<file path="src/rtl/sha_pkg.sv">
// Shared SHA-256 message-schedule definitions: word/index widths, round
// count, window depth and the schedule FSM state encoding.
package sha_pkg;

  localparam int unsigned WRD_SIZE  = 32;
  localparam int unsigned ADDR_WTH  = 6;
  localparam int unsigned ROUNDS    = 64;
  localparam int unsigned NUM_WORDS = 16;

  typedef enum logic [1:0] {
    ST_LOAD  = 2'd0,
    ST_RUN   = 2'd1,
    ST_DRAIN = 2'd2
  } sched_state_t;

endpackage

</file>
<file path="src/rtl/sha_sigma.sv">
// SHA-256 small sigma functions on one 32-bit word.
//   sig0 = ROTR7 ^ ROTR18 ^ SHR3
//   sig1 = ROTR17 ^ ROTR19 ^ SHR10
module sha_sigma
  import sha_pkg::*;
(
  input  logic [WRD_SIZE-1:0] x,
  output logic [WRD_SIZE-1:0] sig0,
  output logic [WRD_SIZE-1:0] sig1
);

  // pure rotate/shift/xor network
  always_comb begin
    sig0 = {x[6:0],  x[31:7]}  ^ {x[17:0], x[31:18]} ^ (x >> 3);
    sig1 = {x[16:0], x[31:17]} ^ {x[18:0], x[31:19]} ^ (x >> 10);
  end

endmodule

</file>
<file path="src/rtl/msg_schedule.sv">
// SHA-256 message-schedule stage. Loads 16 message words, then issues
// W_0..W_63 one per cycle with the round-constant ROM address driven one
// cycle ahead so K_t and W_t line up at the round datapath.
// Optional build macro: MSG_SCHED_STALL_EN adds the i_stall port.
module msg_schedule #(
  parameter int unsigned WRD_SIZE  = sha_pkg::WRD_SIZE,
  parameter int unsigned ADDR_WTH  = sha_pkg::ADDR_WTH,
  parameter int unsigned NUM_WORDS = sha_pkg::NUM_WORDS
) (
  input  logic                clk,
  input  logic                reset,
  input  logic                i_word_valid,
  input  logic [WRD_SIZE-1:0] i_word,
  output logic                o_word_ready,
  output logic [ADDR_WTH-1:0] o_rc_add,
  output logic                o_rc_en,
  output logic [WRD_SIZE-1:0] o_w,
  output logic [ADDR_WTH-1:0] o_w_idx,
  output logic                o_w_valid,
  output logic                o_done
`ifdef MSG_SCHED_STALL_EN
  ,
  input  logic                i_stall
`endif
);

  import sha_pkg::*;

  localparam int unsigned CNT_W = $clog2(NUM_WORDS);

  sched_state_t        state, next_state;
  logic [CNT_W-1:0]    load_cnt;
  logic [ADDR_WTH-1:0] ptr;
  logic [WRD_SIZE-1:0] window [NUM_WORDS];
  logic [WRD_SIZE-1:0] w_next;
  logic [WRD_SIZE-1:0] s0_w1, s1_w14, unused_s1_w1, unused_s0_w14;
  logic                accept, stall;

  assign accept = i_word_valid & (state == ST_LOAD);

`ifdef MSG_SCHED_STALL_EN
  assign stall = i_stall & o_w_valid;
`else
  assign stall = 1'b0;
`endif

  // window[0] is always W_{t-16}; window[1] is W_{t-15}; window[14] is W_{t-2}
  sha_sigma u_sig_old (.x(window[1]),  .sig0(s0_w1),         .sig1(unused_s1_w1));
  sha_sigma u_sig_new (.x(window[14]), .sig0(unused_s0_w14), .sig1(s1_w14));

  // next schedule word: message words pass straight through the window head
  always_comb begin
    if (ptr < ADDR_WTH'(NUM_WORDS))
      w_next = window[0];
    else
      w_next = s1_w14 + window[NUM_WORDS-7] + s0_w1 + window[0];
  end

  // state register
  always_ff @(posedge clk or posedge reset) begin
    if (reset) state <= ST_LOAD;
    else       state <= next_state;
  end

  // next-state logic and ROM address/enable, handshake and done outputs
  always_comb begin
    next_state   = state;
    o_word_ready = 1'b0;
    o_rc_add     = '0;
    o_rc_en      = 1'b0;
    o_done       = 1'b0;
    case (state)
      ST_LOAD: begin
        o_word_ready = 1'b1;
        if (accept && (load_cnt == CNT_W'(NUM_WORDS-1))) next_state = ST_RUN;
      end
      ST_RUN: begin
        o_rc_en = 1'b1;
        if (stall) begin
          o_rc_add = o_w_idx;
        end else begin
          o_rc_add = ptr;
          if (ptr == ADDR_WTH'(ROUNDS-1)) next_state = ST_DRAIN;
        end
      end
      ST_DRAIN: begin
        if (stall) begin
          o_rc_add = o_w_idx;
          o_rc_en  = 1'b1;
        end else begin
          o_done     = 1'b1;
          next_state = ST_LOAD;
        end
      end
      default: next_state = ST_LOAD;
    endcase
  end

  // window, counters and registered schedule output
  always_ff @(posedge clk or posedge reset) begin
    if (reset) begin
      load_cnt  <= '0;
      ptr       <= '0;
      o_w       <= '0;
      o_w_idx   <= '0;
      o_w_valid <= 1'b0;
      for (int unsigned i = 0; i < NUM_WORDS; i++) window[i] <= '0;
    end else begin
      case (state)
        ST_LOAD: begin
          if (accept) begin
            load_cnt <= load_cnt + 1'b1;
            for (int unsigned i = 0; i < NUM_WORDS-1; i++) window[i] <= window[i+1];
            window[NUM_WORDS-1] <= i_word;
          end
        end
        ST_RUN: begin
          if (!stall) begin
            o_w       <= w_next;
            o_w_idx   <= ptr;
            o_w_valid <= 1'b1;
            ptr       <= ptr + 1'b1;
            for (int unsigned i = 0; i < NUM_WORDS-1; i++) window[i] <= window[i+1];
            window[NUM_WORDS-1] <= w_next;
          end
        end
        ST_DRAIN: begin
          if (!stall) o_w_valid <= 1'b0;
        end
        default: ;
      endcase
    end
  end

endmodule

</file>
<file path="config.mk">
export PLATFORM = sky130hd
export DESIGN_NAME = msg_schedule
export DESIGN_NICKNAME = d
export VERILOG_FILES = /design/src/rtl/sha_pkg.sv /design/src/rtl/sha_sigma.sv /design/src/rtl/msg_schedule.sv
export SDC_FILE = /design/constraint.sdc
export NUM_CORES = 2
export LEC_CHECK = 0
export CAP_MARGIN = 20
export CORE_MARGIN = 2
export CORE_UTILIZATION = 50
export CTS_BUF_LIST = sky130_fd_sc_hd__clkbuf_4
export DETAILED_ROUTE_END_ITERATION = 6
export DONT_BUFFER_PORTS = 1
export HOLD_SLACK_MARGIN = 0.05
export PLACE_DENSITY = 0.68
export SLEW_MARGIN = 25
export SYNTH_ARGS = -nofsm -noshare
export SYNTH_HDL_FRONTEND = slang
export SYNTH_HIERARCHICAL = 1
export SYNTH_SLANG_ARGS = --single-unit
export TNS_END_PERCENT = 50
</file>
<file path="constraint.sdc">
create_clock -name clk -period 15.6 [get_ports clk]
set_input_delay 0.78 -clock clk [delete_from_list [all_inputs] [get_ports clk]]
set_output_delay 0.78 -clock clk [all_outputs]
set_load 0.1 [all_outputs]
</file>
==> reports/results.tsv <==
stage	metric	value	unit
run_status	run status	finished clean	
timing	Fmax	201.4	MHz
worst_setup_path	reg2reg setup slack	10.64	ns
global_routing	Overall Global Routing Usage	0.2495	
yosys	synthesized area	0.02650	mm2
finish	Syn-to-layout area delta	9.178	%
clock_tree	clk sinks	563	
timing	final setup TNS	0	ns
drt	Via Count	19110	
worst_setup_path	max incr delay on CP	0.50	ns
global_routing	vias in the first global route	18650	
drt	vias per cell	5.178	
global_routing	Overflow after GRT	0	
worst_setup_path	r2r startpoint	window[456]	
floorplanning	Rows	84	
place	DP HPWL	43.82	mm
drt	DRC viols	0	
worst_setup_path	CP Launch Point	window[456]	
finish	Final #Nets	3039	
finish	commonest cells after routing, fill and taps aside	nand2_1, dfrtp_1, clkbuf_4, inv_1, o21ai_0	
clock_tree	clock buffer depth	3	
clock_tree	post-CTS setup buffer count	0	
yosys	post-synth net total	3037	
hold_path	Hold Path Class	input pin to flip-flop	
global_routing	met3 Track Usage GR	0.07053	
timing	Final Hold Fails	0	
worst_setup_path	CP cell instances	xor3_1 -> inv_1 -> fa_1 -> fa_1 -> inv_1 -> ha_1 -> inv_1 -> fa_1 -> nor2b_1 -> o31a_1 -> o211ai_2 -> a21oi_1 -> o2111ai_1 -> and3_1 -> o311ai_1 -> o21ai_0 -> o21ai_1	
worst_setup_path	Worst Path Required	16.46	ns
worst_setup_path	RR Endpoint	window[23]	
timing	worst rel slew slack	0.2905	
worst_setup_path	Max FO, Critical Path	5	
clock_tree	Hold-fix buffers, CTS	28	
run	max cap viols	0	
finish	leading cell type in the layout, fill and taps excluded	nand2_1	
floorplanning	die extent in y	234.2	um
timing	Least-Margin Pin Slew	1.064	ns
drt	post-route ant nets	0	
worst_setup_path	Worst Setup EP	window[23]	
timing	min Tclk post-route	4.965	ns
timing	RSZ-0062 raised after global routing	false	
worst_setup_path	startpoint types	flip-flop	
worst_setup_path	Setup crit end kind	flip-flop	
global_routing	largest net degree at the start of global routing	255	
clock_tree	Inserted Clock Buffers	146	
timing	clock skew	0.04628	ns
clock_tree	clk root buf	clkbuf_4	
drt	final WL	65.01	mm
worst_setup_path	WP data arrival	5.82	ns
hold_path	hold path start	i_word[22]	
drt	drt wl/cell	17.62	um
clock_tree	post-CTS sizing	0	
floorplanning	Starting Density	0.5053	
drt	DR pass1 iterations	6	
global_routing	GR met2 Demand/Resource	0.3666	
worst_setup_path	Critical Path Slowest Stage Cell	dfrtp_1	
finish	layout cells sized above 1	0.09133	
worst_setup_path	Worst Reg-to-Reg Cells	17	
hold_path	hold path depth	2	
timing	final worst path period share	0.3183	
timing	Max Slew Vio Count	0	
global_routing	initial antenna violation count	2	
global_routing	first-pass GRT wire length	103.2	mm
finish	fillers	4689	
yosys	Syn. warnings	6	
global_routing	met1 GRT Util	0.3492	
clock_tree	H-tree depth	4	
clock_tree	Worst-path clk slew	0.07	ns
place	I/O Buffers	0	
floorplanning	boundary pin count	83	
yosys	Synth Instances	2904	
timing	Setup Viol. Count Final	0	
floorplanning	Die X	234.2	um
global_routing	GRT Max-Usage Layer	met2	
floorplanning	DIE AREA	0.05486	mm2
worst_setup_path	Crit Path Category	flip-flop to flip-flop	
clock_tree	CTS tree	built	
place	RePlAce Congestion	0.9698	
yosys	Syn Area/Cell	9.126	um2
drt	Initial DRC Count	1530	
clock_tree	worst skew pair latency	0.97	ns
floorplanning	Placeable Area	0.05245	mm2
[layout make-up]
class | instances | area, um2 | area share
flip-flops and latches | 563 | 14090 | 0.4869
well taps | 688 | 860.8 | 0.02975
repair buffers | 46 | 536.8 | 0.01855
inverters | 190 | 716.9 | 0.02478
diodes | 2 | 5.005 | 0.0001730
multi-input cells | 1959 | 10900 | 0.3766
clock buffers | 217 | 1629 | 0.05630
clock inverters | 25 | 201.4 | 0.006962
[metal layers]
layer	part of all wire	routed length, um
met1	0.44	28920
met2	0.45	29440
met3	0.070	4567
met4	0.032	2088
met5	0	0
[critical path: cells and delay by family, from the launching register on]
| kind | cells | cell delay [ns] |
|---|---|---|
| adders and majority gates | 4 | 1.50 |
| and+or+nand+nor | 2 | 0.43 |
| buffers and inverters | 3 | 0.25 |
| xor gates and xnor gates | 1 | 0.46 |
| DFF | 1 | 0.50 |
| AOI/OAI and AO/OA | 7 | 1.70 |
[stage by stage]
stage | area, um2 | instances | util | hold WS [ns] | setup WS [ns]
after global placement | 26730 | 3415 | 0.5096 | 0.4482 | 10.91
final | 28940 | 3690 | 0.5517 | 0.1819 | 10.64
after CTS | 28840 | 3685 | 0.5499 | 0.05614 | 10.67
after global routing | 28940 | 3690 | 0.5517 | 0.09511 | 10.43
after floorplan | 26510 | 2904 | - | 0.4375 | 7.154
after detailed placement | 26730 | 3415 | 0.5097 | 0.4551 | 10.73
[how the worst min path moves through the flow]
stage	to	slack, ns
after floorplan	window[61]	0.44
after global placement	window[320]	0.45
after detailed placement	window[132]	0.46
after CTS	window[22]	0.06
after global routing	window[22]	0.1
final	window[22]	0.18
[sequential cells by signal, indices dropped and copies added, names as in the netlist]
register   count
load_cnt       4
state          2
o_w           32
window       512
o_w_valid      1
o_w_idx        6
ptr            6
Power is left out: the tool's default activity adds up to more than one toggle a clock period on the data nets, which glitch-free logic cannot reach.
